<file path="src/rtl/ps2_host_tx.sv">
// Purpose : PS/2 host-to-device transmitter; sends one command byte to the keyboard over open-drain ps2_clk/ps2_data.
// Latency : clock inhibit (CLK_HZ*INHIBIT_US/1e6 cycles), then one frame paced by the device clock, then done pulse.
// Backpr. : tx_start is accepted only while busy=0; a request made while busy is dropped, not queued.
//
// Ports:
//   clk50    system clock                  reset_n  synchronous reset, active low
//   tx_data  byte to send (sampled on an accepted tx_start)
//   tx_start 1-cycle send request          ps2c_in/ps2d_in  raw pin levels (asynchronous)
//   ps2c_oe  1 = pull ps2_clk low          ps2d_oe  1 = pull ps2_data low
//   busy     frame in progress             done     1-cycle end-of-frame pulse
//   ack_ok   result qualified by done: 1 = device ACK, 0 = NACK or timeout; held until next start
//
// Build option: define PS2TX_RETRY_EN to automatically re-send the byte once after a NACK or timeout.
module ps2_host_tx #(
    parameter int CLK_HZ     = 50_000_000,
    parameter int INHIBIT_US = 100,
    parameter int TIMEOUT_MS = 15,
    parameter int FILT       = 8
) (
    input  logic       clk50,
    input  logic       reset_n,
    input  logic [7:0] tx_data,
    input  logic       tx_start,
    input  logic       ps2c_in,
    input  logic       ps2d_in,
    output logic       ps2c_oe,
    output logic       ps2d_oe,
    output logic       busy,
    output logic       done,
    output logic       ack_ok
);

    localparam int INHIBIT_CYC = int'((longint'(CLK_HZ) * longint'(INHIBIT_US)) / 64'sd1_000_000);
    localparam int TIMEOUT_CYC = CLK_HZ / 1000 * TIMEOUT_MS;
    localparam int IW = $clog2(INHIBIT_CYC + 1);
    localparam int TW = $clog2(TIMEOUT_CYC + 1);
    localparam int FW = $clog2(FILT + 1);

    typedef enum logic [2:0] {
        S_IDLE, S_INHIBIT, S_START, S_SEND, S_ACK, S_WAIT_IDLE, S_DONE
    } state_t;

    state_t state, state_nx;

    logic          c_s1, c_s2, d_s1, d_s2;
    logic          c_filt, c_filt_d;
    logic [FW-1:0] flt_cnt;
    logic [FW-1:0] idle_cnt;
    logic [IW-1:0] inh_cnt;
    logic [TW-1:0] tmo_cnt;
    logic [7:0]    data_q;
    logic [9:0]    shreg;
    logic [3:0]    bit_cnt;
    logic          drive_low;
    logic          fall, inh_hit, tmo_hit, idle_hit;
    logic          can_retry, retry_go, tmo_fail;

    assign fall     = c_filt_d & ~c_filt;
    assign inh_hit  = (inh_cnt == IW'(INHIBIT_CYC - 1));
    assign tmo_hit  = (tmo_cnt == TW'(TIMEOUT_CYC));
    assign idle_hit = (idle_cnt == FW'(FILT - 1)) & c_s2 & d_s2;

`ifdef PS2TX_RETRY_EN
    logic retried;
    assign can_retry = ~retried;
    always_ff @(posedge clk50) begin
        if (!reset_n) begin
            retried <= 1'b0;
        end else if (state == S_IDLE && tx_start) begin
            retried <= 1'b0;
        end else if (retry_go) begin
            retried <= 1'b1;
        end
    end
`else
    assign can_retry = 1'b0;
`endif

    always_ff @(posedge clk50) begin
        if (!reset_n) begin
            state <= S_IDLE;
        end else begin
            state <= state_nx;
        end
    end

    always_comb begin
        state_nx = state;
        retry_go = 1'b0;
        tmo_fail = 1'b0;
        case (state)
            S_IDLE:      if (tx_start) state_nx = S_INHIBIT;
            S_INHIBIT:   if (inh_hit) state_nx = S_START;
            S_START:     state_nx = S_SEND;
            S_SEND:      if (tmo_hit) tmo_fail = 1'b1;
                         else if (fall && bit_cnt == 4'd9) state_nx = S_ACK;
            S_ACK:       if (tmo_hit) tmo_fail = 1'b1;
                         else if (fall) state_nx = S_WAIT_IDLE;
            S_WAIT_IDLE: if (tmo_hit) tmo_fail = 1'b1;
                         else if (idle_hit) begin
                             // A NACK is only acted on once the device has let the bus go idle.
                             if (!ack_ok && can_retry) begin
                                 retry_go = 1'b1;
                                 state_nx = S_INHIBIT;
                             end else begin
                                 state_nx = S_DONE;
                             end
                         end
            S_DONE:      state_nx = S_IDLE;
            default:     state_nx = S_IDLE;
        endcase
        if (tmo_fail) begin
            if (can_retry) begin
                retry_go = 1'b1;
                state_nx = S_INHIBIT;
            end else begin
                state_nx = S_DONE;
            end
        end

        ps2c_oe = (state == S_INHIBIT) || (state == S_START);
        ps2d_oe = (state == S_START) || (state == S_SEND && drive_low);
        busy    = (state != S_IDLE) && (state != S_DONE);
        done    = (state == S_DONE);
    end

    always_ff @(posedge clk50) begin
        if (!reset_n) begin
            c_s1      <= 1'b1;
            c_s2      <= 1'b1;
            d_s1      <= 1'b1;
            d_s2      <= 1'b1;
            c_filt    <= 1'b1;
            c_filt_d  <= 1'b1;
            flt_cnt   <= '0;
            idle_cnt  <= '0;
            inh_cnt   <= '0;
            tmo_cnt   <= '0;
            data_q    <= '0;
            shreg     <= '0;
            bit_cnt   <= '0;
            drive_low <= 1'b0;
            ack_ok    <= 1'b0;
        end else begin
            c_s1 <= ps2c_in;
            c_s2 <= c_s1;
            d_s1 <= ps2d_in;
            d_s2 <= d_s1;

            // Clock glitch filter: a new level is adopted only after FILT consecutive differing samples.
            if (c_s2 == c_filt) begin
                flt_cnt <= '0;
            end else if (flt_cnt == FW'(FILT - 1)) begin
                c_filt  <= c_s2;
                flt_cnt <= '0;
            end else begin
                flt_cnt <= flt_cnt + 1'b1;
            end
            c_filt_d <= c_filt;

            inh_cnt <= (state == S_INHIBIT && !inh_hit) ? inh_cnt + 1'b1 : '0;

            if (state == S_WAIT_IDLE && c_s2 && d_s2) begin
                if (!idle_hit) idle_cnt <= idle_cnt + 1'b1;
            end else begin
                idle_cnt <= '0;
            end

            if (state == S_START) begin
                tmo_cnt <= '0;
            end else if ((state == S_SEND || state == S_ACK || state == S_WAIT_IDLE) && !tmo_hit) begin
                tmo_cnt <= tmo_cnt + 1'b1;
            end

            if (state == S_IDLE && tx_start) begin
                data_q <= tx_data;
                ack_ok <= 1'b0;
            end

            // Start bit stays driven in SEND until the device's first falling edge.
            if (state == S_START) begin
                shreg     <= {1'b1, ~^data_q, data_q};
                bit_cnt   <= '0;
                drive_low <= 1'b1;
            end

            if (state == S_SEND && fall) begin
                drive_low <= ~shreg[0];
                shreg     <= {1'b0, shreg[9:1]};
                if (bit_cnt != 4'd9) bit_cnt <= bit_cnt + 1'b1;
            end

            if (state == S_ACK && fall) begin
                ack_ok <= ~d_s2;
            end

            if (tmo_fail) begin
                ack_ok    <= 1'b0;
                drive_low <= 1'b0;
            end
        end
    end

endmodule

</file>
<file path="config.mk">
export PLATFORM = sky130hd
export DESIGN_NAME = ps2_host_tx
export DESIGN_NICKNAME = d
export VERILOG_FILES = /design/src/rtl/ps2_host_tx.sv
export SDC_FILE = /design/constraint.sdc
export NUM_CORES = 1
export LEC_CHECK = 0
export ABC_AREA = 0
export ABC_CLOCK_PERIOD_IN_PS = 2100
export BUFFER_PORTS_ARGS = -buffer_cell sky130_fd_sc_hd__buf_2
export CORE_AREA = 2 2 86 88
export CTS_CLUSTER_DIAMETER = 50
export DETAILED_ROUTE_END_ITERATION = 16
export DIE_AREA = 0 0 88 90
export GPL_ROUTABILITY_DRIVEN = 1
export PLACE_DENSITY_LB_ADDON = 0.15
export RECOVER_POWER = 25
export SLEW_MARGIN = 20
export SYNTH_ARGS = -nofsm -noshare
export SYNTH_HDL_FRONTEND = slang
export SYNTH_SLANG_ARGS = --single-unit
</file>
<file path="constraint.sdc">
create_clock -name clk50 -period 2.1 [get_ports clk50]
set_input_delay 0.105 -clock clk50 [delete_from_list [all_inputs] [get_ports clk50]]
set_output_delay 0.105 -clock clk50 [all_outputs]
set_load 0.01 [all_outputs]
</file>
==> results of run 1 <==
[cell type report]
cell class / count / area share
timing repair buffer: 33 / 0.0497
clock buffer: 11 / 0.0343
inverter: 12 / 0.0118
clock inverter: 5 / 0.00818
multi-input combinational: 296 / 0.476
tap: 99 / 0.0324
sequential: 74 / 0.387
[cell usage in the layout, fill, tap and decap left out, types with 2 or more instances in the layout]
cell | Yosys | layout
o21ai_2 | 1 | 2
and2_1 | 5 | 5
xor2_1 | 16 | 16
a22oi_1 | 10 | 10
or4b_1 | 2 | 2
nand3b_1 | 2 | 2
a21boi_0 | 18 | 18
and3_1 | 7 | 7
buf_4 | 1 | 9
nand2b_1 | 8 | 8
clkinv_2 | 0 | 3
xnor2_1 | 15 | 15
clkbuf_1 | 11 | 8
nor4_1 | 2 | 2
ha_1 | 7 | 7
or3_1 | 8 | 7
o21ai_0 | 12 | 12
inv_1 | 12 | 12
or4_1 | 5 | 5
dlygate4sd3_1 | 0 | 2
dfxtp_1 | 74 | 74
nor2_1 | 46 | 46
a21oi_1 | 14 | 14
mux2i_1 | 4 | 4
clkbuf_8 | 0 | 9
o211ai_1 | 6 | 6
nand2_1 | 47 | 47
nor3_1 | 12 | 12
nand4_1 | 6 | 6
buf_2 | 2 | 15
o31ai_1 | 3 | 3
nand3_1 | 19 | 19
[registers in the layout (all words and copies together) (netlist names), 3 cells and up]
signal    count
shreg        10
bit_cnt       4
flt_cnt       4
state         3
idle_cnt      4
data_q        8
inh_cnt      13
tmo_cnt      20
[cell usage after synthesis (2+ instances only)]
cell type	n
a21boi_0	18
inv_1	12
o31ai_1	3
ha_1	7
or3_1	8
nand2b_1	8
or4_1	5
nand4_1	6
o211ai_1	6
and2_1	5
mux2i_1	4
nand3_1	19
clkbuf_1	11
nand3b_1	2
xnor2_1	15
xor2_1	16
o21ai_0	12
buf_2	2
and3_1	7
o21ai_1	2
nor3_1	12
nor4_1	2
nor2_1	46
a22oi_1	10
nand2_1	47
a21oi_1	14
dfxtp_1	74
or4b_1	2
[per-stage QoR]
step           setup WS [ps]   util  cell area, um^2  instances  hold WS, ps
6_report                 216  0.545             3830        530         9.14
5_1_grt                 43.5  0.545             3830        530         22.1
4_1_cts                  159  0.547             3840        530        0.180
3_5_place_dp             180  0.521             3650        512          289
3_3_place_gp             226  0.521             3650        512          288
2_1_floorplan            387      -             3410        397          178
[timing repair]
item | CTS | global route
resized for setup | 0 | 2
hold buffers | 2 | 0
hold endpoints to repair | 2 | 0
setup endpoints to repair | 0 | 18
[power by group]
| part | switching, uW | total (uW) | internal, uW |
|---|---|---|---|
| Clock | 516 | 942 | 425 |
| Sequential | 19.6 | 1440 | 1430 |
| Combinational | 100 | 176 | 76.1 |
| Total | 636 | 2560 | 1930 |
[kinds of logic after synthesis]
| group | after synthesis |
|---|---|
| AND/OR/NAND/NOR | 176 |
| AO/OA/AOI/OAI | 78 |
| flip-flops | 74 |
| XOR/XNOR | 31 |
| buffers and inverters | 27 |
| adder cells (fa/ha/maj) | 7 |
| multiplexers | 4 |
[layer usage]
layer	vias to the layer above	GRT usage	wire length (um)
met2	28	0.285	3020
met4	0	0.0667	97
met1	1274	0.239	3220
li1	1446	-	-
met5	-	0	0
met3	8	0.0468	176
[worst max-delay path, delay by kind of cell, from the launching register on]
kind            cells  cell delay (ps)
flops               1              470
compound gates      1              150
simple gates        4             1190
[path summary, 6_finish.rpt]
| kind | start | end | slack, ps | cells after the start |
|---|---|---|---|---|
| min reg2reg | d_s1 | d_s2 | 410 | 1 |
| min | tx_data[0] | data_q[0] | 9 | 3 |
| max reg2reg | tmo_cnt[2] | tmo_cnt[19] | 220 | 5 |
| max | tmo_cnt[2] | tmo_cnt[19] | 220 | 5 |
==> impl_metrics.yaml, run 1 <==
run_status:
  status: "completed"
clocking:
  cts_buffers: 9
  clock_path_buffers: 2
  htreeDepth: 3
  cts_tree: "yes"
  clockRootBuffer: "clkbuf_8"
  clk_pin_slew_ps: 80
  cts_sinks: 74
  clkLatencyLatePin_ps: 340
  post_cts_buffers: 0
route:
  finalWirelength_um: 6510
  ant_nets: 0
  wl_per_cell_um: 12.3
  drt_pass1_iterations: 4
  drt_iter0_markers: 80
  num_vias: 2756
  drc: 0
  post_drt_via_cell_ratio: 5.20
worst_hold_path:
  hp-class: "primary input to flip-flop"
grt:
  grt_max_degree: 20
  grtUsageTotal: 0.182
  grt_pass1_wl_um: 11600
  antenna_found_initial: 0
  grt_pass1_vias: 2611
  grt_overflow: 0
synthesis:
  synthCells: 397
  synthArstFlopShare: 0
  synth.area.mux_share: 0.0117
  yosys.area.top_type: "dfxtp_1"
  ys_seq_elements: 74
  syn_avg_cell_area_um2: 8.59
  synth_compound_area_frac: 0.157
  synth_top_cell_area_share: 0.434
  synth_edf_count: 0
  synth_seq_area_share: 0.434
  yosys.area_share.xor_xnor: 0.0796
  netlist_area_mm2: 0.00341
  ys_types: 50
  yosysWarnings: 0
  synth_top_family_by_area: "simple AND/OR/NAND/NOR gates"
  syn-num-nets: 417
  yosys.area_share.simple: 0.258
  synthAdderAreaFrac: 0.0257
  synthTopCellsByArea: "dfxtp_1 (43%), nand2_1 (5.2%), nor2_1 (5.1%)"
  ys_dominant_reg_cell: "dfxtp_1"
final_layout:
  drive_gt1_frac: 0.111
  multi_input_area_mm2: 0.00182
  nets: 446
  diodes: 0
  regArea_mm2: 0.00148
  n_fill_cell: 675
  area_growth_syn_to_layout_pct: 12.2
floorplanning:
  core-area_mm2: 0.00702
  num_rows: 31
  ioPinCount: 18
  start_util: 0.486
  die_h_um: 90
  die_w_um: 88
  die-area_mm2: 0.00792
timing:
  tns_ps: 0
  fin_skew_ps: 6.70
  max_slew_margin: 0.481
  hold_viol_final: 0
  period_needed_ps: 1880
  rsz0062_at_grt: "no"
  max_freq_mhz: 531
  tightest_slew_ps: 779
  slew_violations: 0
  period_share: 0.897
  setup_violations: 0
setup_path:
  path_cells: "nand4_2 > nor3_1 > nand4_1 > or4_1 > a21oi_1"
  crit_required_ps: 2370
  slowest_delay_ps: 470
  path_class: "flip-flop to flip-flop"
  worst_ep_arrival_time_ps: 2150
  worst-path-max-fanout: 6
  crit_slowest_cell: "dfxtp_1"
  cp-end-kind: "flip-flop"
  setup.worst_path.start_class: "flip-flop"
power:
  ir_drop_mv: 0.388
  p_leak_uw: 0.00138
  power_density_mw_per_mm2: 670
  fin_total_pwr_uw: 2560
placed_design:
  io_buffer_count: 17
  hpwl_um: 4610
  place.gp.congestion: 0.808
job:
  drv_cap: 0
No activity file was read; power rests on OpenSTA's default activity.
==> run 2: changes to the inputs <==
Settings changed: CTS_BUF_LIST from default to sky130_fd_sc_hd__clkbuf_4 sky130_fd_sc_hd__clkbuf_8 sky130_fd_sc_hd__clkbuf_16.
==> impl_metrics.yaml, run 2 (synthesis results as in run 1) <==
grt:
  grtUsageTotal: 0.182
  antenna_found_initial: 0
  grt_pass1_vias: 2611
  grt_max_degree: 20
  grt_pass1_wl_um: 11600
  grt_overflow: 0
setup_path:
  cp-end-kind: "flip-flop"
  crit_required_ps: 2370
  worst-path-max-fanout: 6
  setup.worst_path.start_class: "flip-flop"
  path_class: "flip-flop to flip-flop"
  worst_ep_arrival_time_ps: 2150
floorplanning:
  die_h_um: 90
  die-area_mm2: 0.00792
  start_util: 0.486
  num_rows: 31
  ioPinCount: 18
  die_w_um: 88
  core-area_mm2: 0.00702
clocking:
  cts_tree: "yes"
  clock_path_buffers: 2
  clk_pin_slew_ps: 80
  clockRootBuffer: "clkbuf_8"
  cts_sinks: 74
  cts_buffers: 9
  htreeDepth: 3
  clkLatencyLatePin_ps: 340
timing:
  tns_ps: 0
  fin_ws_ps: 216
  rsz0062_at_grt: "no"
  max_slew_margin: 0.480
  slew_violations: 0
  hold_viol_final: 0
  period_share: 0.897
  fin_skew_ps: 6.70
  period_needed_ps: 1880
  tightest_slew_ps: 779
  setup_violations: 0
  max_freq_mhz: 531
power:
  p_leak_uw: 0.00138
  power_density_mw_per_mm2: 675
  fin_total_pwr_uw: 2590
  ir_drop_mv: 0.388
placed_design:
  hpwl_um: 4610
  io_buffer_count: 17
  place.gp.congestion: 0.808
  place_ws_ps: 180
final_layout:
  diodes: 0
  nets: 446
  largestRegisters: "tmo_cnt x20, inh_cnt x13, shreg x10"
  area_growth_syn_to_layout_pct: 12.4
  top_register: "tmo_cnt"
  layout_commonest_cell: "dfxtp_1"
  n_fill_cell: 675
  largest_reg_flops: 20
  layout_common_cells: "dfxtp_1 (74), nand2_1 (47), nor2_1 (46)"
  drive_gt1_frac: 0.116
worst_hold_path:
  hp-class: "primary input to flip-flop"
route:
  ant_nets: 0
  drc: 0
  drt_iter0_markers: 81
  wl_per_cell_um: 12.3
  drt_pass1_iterations: 4
  num_vias: 2756
  finalWirelength_um: 6500
  post_drt_via_cell_ratio: 5.20
run_status:
  status: "completed"
job:
  drv_cap: 0
==> run 2: worst max-delay path, cell delays in order (launching register included) <==
cell and delay, ps:
dfxtp_1 470, nand4_2 190, nor3_1 340, nand4_1 220, or4_1 440, a21oi_1 150
==> run 2: cell type report <==
cell class | instances | area, um^2 | share of cell area
Clock inverter | 5 | 31.3 | 0.00816
Clock buffer | 11 | 139 | 0.0362
Sequential cell | 74 | 1480 | 0.386
Inverter | 12 | 45.0 | 0.0117
Tap cell | 99 | 124 | 0.0323
Timing Repair Buffer | 33 | 190 | 0.0496
Multi-Input combinational cell | 296 | 1820 | 0.476
==> run 2: stage by stage <==
stage / util / std cells / hold slack (ps) / cell area [um^2]
global placement: 0.521 / 512 / 288 / 3650
detailed placement: 0.521 / 512 / 289 / 3650
floorplan: - / 397 / 178 / 3410
finish: 0.546 / 530 / 9.04 / 3830
global route: 0.546 / 530 / 22.1 / 3830
CTS: 0.548 / 530 / 0.180 / 3840
==> run 2: path summary, 6_finish.rpt <==
| kind | startpoint | to | slack (ps) | cells past startpoint |
|---|---|---|---|---|
| hold / removal | tx_data[0] | data_q[0] | 9 | 3 |
| setup / recovery | tmo_cnt[2] | tmo_cnt[19] | 220 | 5 |
| hold reg to reg | d_s1 | d_s2 | 410 | 1 |
| setup reg to reg | tmo_cnt[2] | tmo_cnt[19] | 220 | 5 |
==> run 2: report_power, final <==
part           switching [uW]  internal [uW]  total [uW]
Sequential               19.6           1430        1440
Clock                     516            451         967
Combinational             100           76.1         176
Total                     636           1950        2590
==> run 2: timing repair <==
item	4_1_cts	5_1_grt
setup buffers	0	0
hold buffers	2	0
hold endpoints to repair	2	0
endpoints found under the setup margin	0	18
resized for setup	0	2
==> run 2: per-layer routing <==
layer	GRT usage	share of wire	up-vias
met5	0	0	-
met4	0.0667	0.015	0
met3	0.0468	0.027	8
met2	0.285	0.46	28
met1	0.239	0.49	1274
li1	-	-	1446
==> run 3: changes to the inputs <==
Settings changed: RECOVER_POWER 25 to default.
==> impl_metrics.yaml, run 3 (synthesis results as in run 1) <==
setup_path:
  rr_worst_depth: 5
  critPathBufInv: 0
  cp-end-kind: "flip-flop"
  reg2reg_from: "tmo_cnt[2]"
  crit_slowest_cell: "dfxtp_1"
  crit_required_ps: 2370
  setup.worst_path.start_class: "flip-flop"
  worst_ep_arrival_time_ps: 2150
  path_class: "flip-flop to flip-flop"
  r2r_setup_slack_ps: 220
  cp_num_cells: 5
  path_cells: "nand4_2 > nor3_1 > nand4_1 > or4_1 > a21oi_1"
  reg2reg_to: "tmo_cnt[19]"
  critPathLaunch: "tmo_cnt[2]"
  slowest_delay_ps: 470
  crit_family: "simple AND/OR/NAND/NOR gates"
  worst-path-max-fanout: 6
grt:
  grt_max_degree: 20
  grt_overflow: 0
  grt_pass1_vias: 2611
  grtUsageTotal: 0.182
  antenna_found_initial: 0
  grt_pass1_wl_um: 11600
clocking:
  htreeDepth: 3
  clockRootBuffer: "clkbuf_8"
  clk_pin_slew_ps: 80
  clock_path_buffers: 2
  cts_sinks: 74
  cts_buffers: 9
  clkLatencyLatePin_ps: 340
  cts_tree: "yes"
final_layout:
  diodes: 0
  fin_area_mm2: 0.00385
  largest_reg_flops: 20
  n_fill_cell: 672
  nets: 446
  layout_commonest_cell: "dfxtp_1"
  layout.cells.non_filler: 530
  layout_common_cells: "dfxtp_1 (74), nand2_1 (47), nor2_1 (46)"
  drive_gt1_frac: 0.130
  area_growth_syn_to_layout_pct: 13.0
  largestRegisters: "tmo_cnt x20, inh_cnt x13, shreg x10"
  top_register: "tmo_cnt"
power:
  p_int_uw: 1960
  ir_drop_mv: 0.388
  p_clk_frac: 0.373
  p_leak_uw: 0.00141
  share_seq_of_total_power: 0.558
  p_sw_frac: 0.245
  power_density_mw_per_mm2: 672
  combPwrFrac: 0.070
  switching_power_uw: 634
floorplanning:
  start_util: 0.486
  ioPinCount: 18
  die_w_um: 88
  core-area_mm2: 0.00702
  die-area_mm2: 0.00792
  die_h_um: 90
  num_rows: 31
route:
  drc: 0
  post_drt_via_cell_ratio: 5.20
  ant_nets: 0
  drt_iter0_markers: 75
  drt_pass1_iterations: 4
  finalWirelength_um: 6500
  wl_per_cell_um: 12.3
  num_vias: 2758
timing:
  tns_ps: 0
  fin_ws_ps: 218
  period_share: 0.896
  fin_skew_ps: 7.46
  max_freq_mhz: 531
  max_slew_margin: 0.734
  period_needed_ps: 1880
  tightest_slew_ps: 398
  setup_violations: 0
  hold_viol_final: 0
  slew_violations: 0
  rsz0062_at_grt: "no"
job:
  drv_cap: 0
worst_hold_path:
  whs_path_depth: 3
  min_to: "data_q[0]"
  hp-class: "primary input to flip-flop"
  min_from: "tx_data[0]"
run_status:
  status: "completed"
placed_design:
  io_buffer_count: 17
  placed_cell_area_mm2: 0.00365
  place_ws_ps: 180
  place.gp.congestion: 0.808
  hpwl_um: 4610
  dp_cells: 512
[run 3: cell count changes in the layout (fill, tap and decap cells not counted)]
| cell | delta |
|---|---|
| buf_4 | +5 |
| buf_2 | +2 |
| clkbuf_2 | -1 |
| clkbuf_1 | -6 |
[run 3: layer usage]
layer  up-vias  global-route usage  share of wire
met5         -                   0              0
met4         0              0.0667          0.015
met3         8              0.0468          0.028
met2        28               0.285           0.46
met1      1278               0.239           0.49
li1       1444                   -              -
[run 3: what timing repair did]
item / 4_1_cts / 5_1_grt
setup buffers: 0 / 0
gates resized for setup: 0 / 2
endpoints found under the hold margin: 2 / 0
endpoints found under the setup margin: 0 / 18
hold buffers: 2 / 0
[run 3: how the worst max path moves through the flow]
stage	to
after floorplan	inh_cnt[10]
after global placement	tmo_cnt[16]
after detailed placement	inh_cnt[11]
after CTS	tmo_cnt[14]
after global routing	state[0]
final	tmo_cnt[19]
[run 3: final cells by class]
cell class              instances  area, um^2  share of cell area
multi-input cells             296        1820               0.473
flip-flops and latches         74        1480               0.384
clock inverters                 5        31.3             0.00812
well taps                      99         124              0.0321
inverters                      12        45.0              0.0117
clock buffers                  11         139              0.0360
repair buffers                 33         210              0.0545
[run 3: stage by stage]
stage / util / hold WS, ps / total power, uW
finish: 0.549 / 7.30 / 2590
global route: 0.549 / 19.5 / 2710
CTS: 0.548 / 0.180 / 2610
detailed placement: 0.521 / 289 / 1660
global placement: 0.521 / 288 / 1650
floorplan: - / 178 / 1600
[run 3: worst min-delay path, cell delays in order]
cell	delay [ps]
buf_2	100
nand2_1	40
a21boi_0	60
[run 3: power by group through the flow]
stage	sequential [uW]	clock [uW]	combinational, uW
final	1450	966	180
after CTS	1440	989	181
after global routing	1450	1050	206
after global placement	1480	0	176
after detailed placement	1480	0	177
after floorplan	1470	0	130
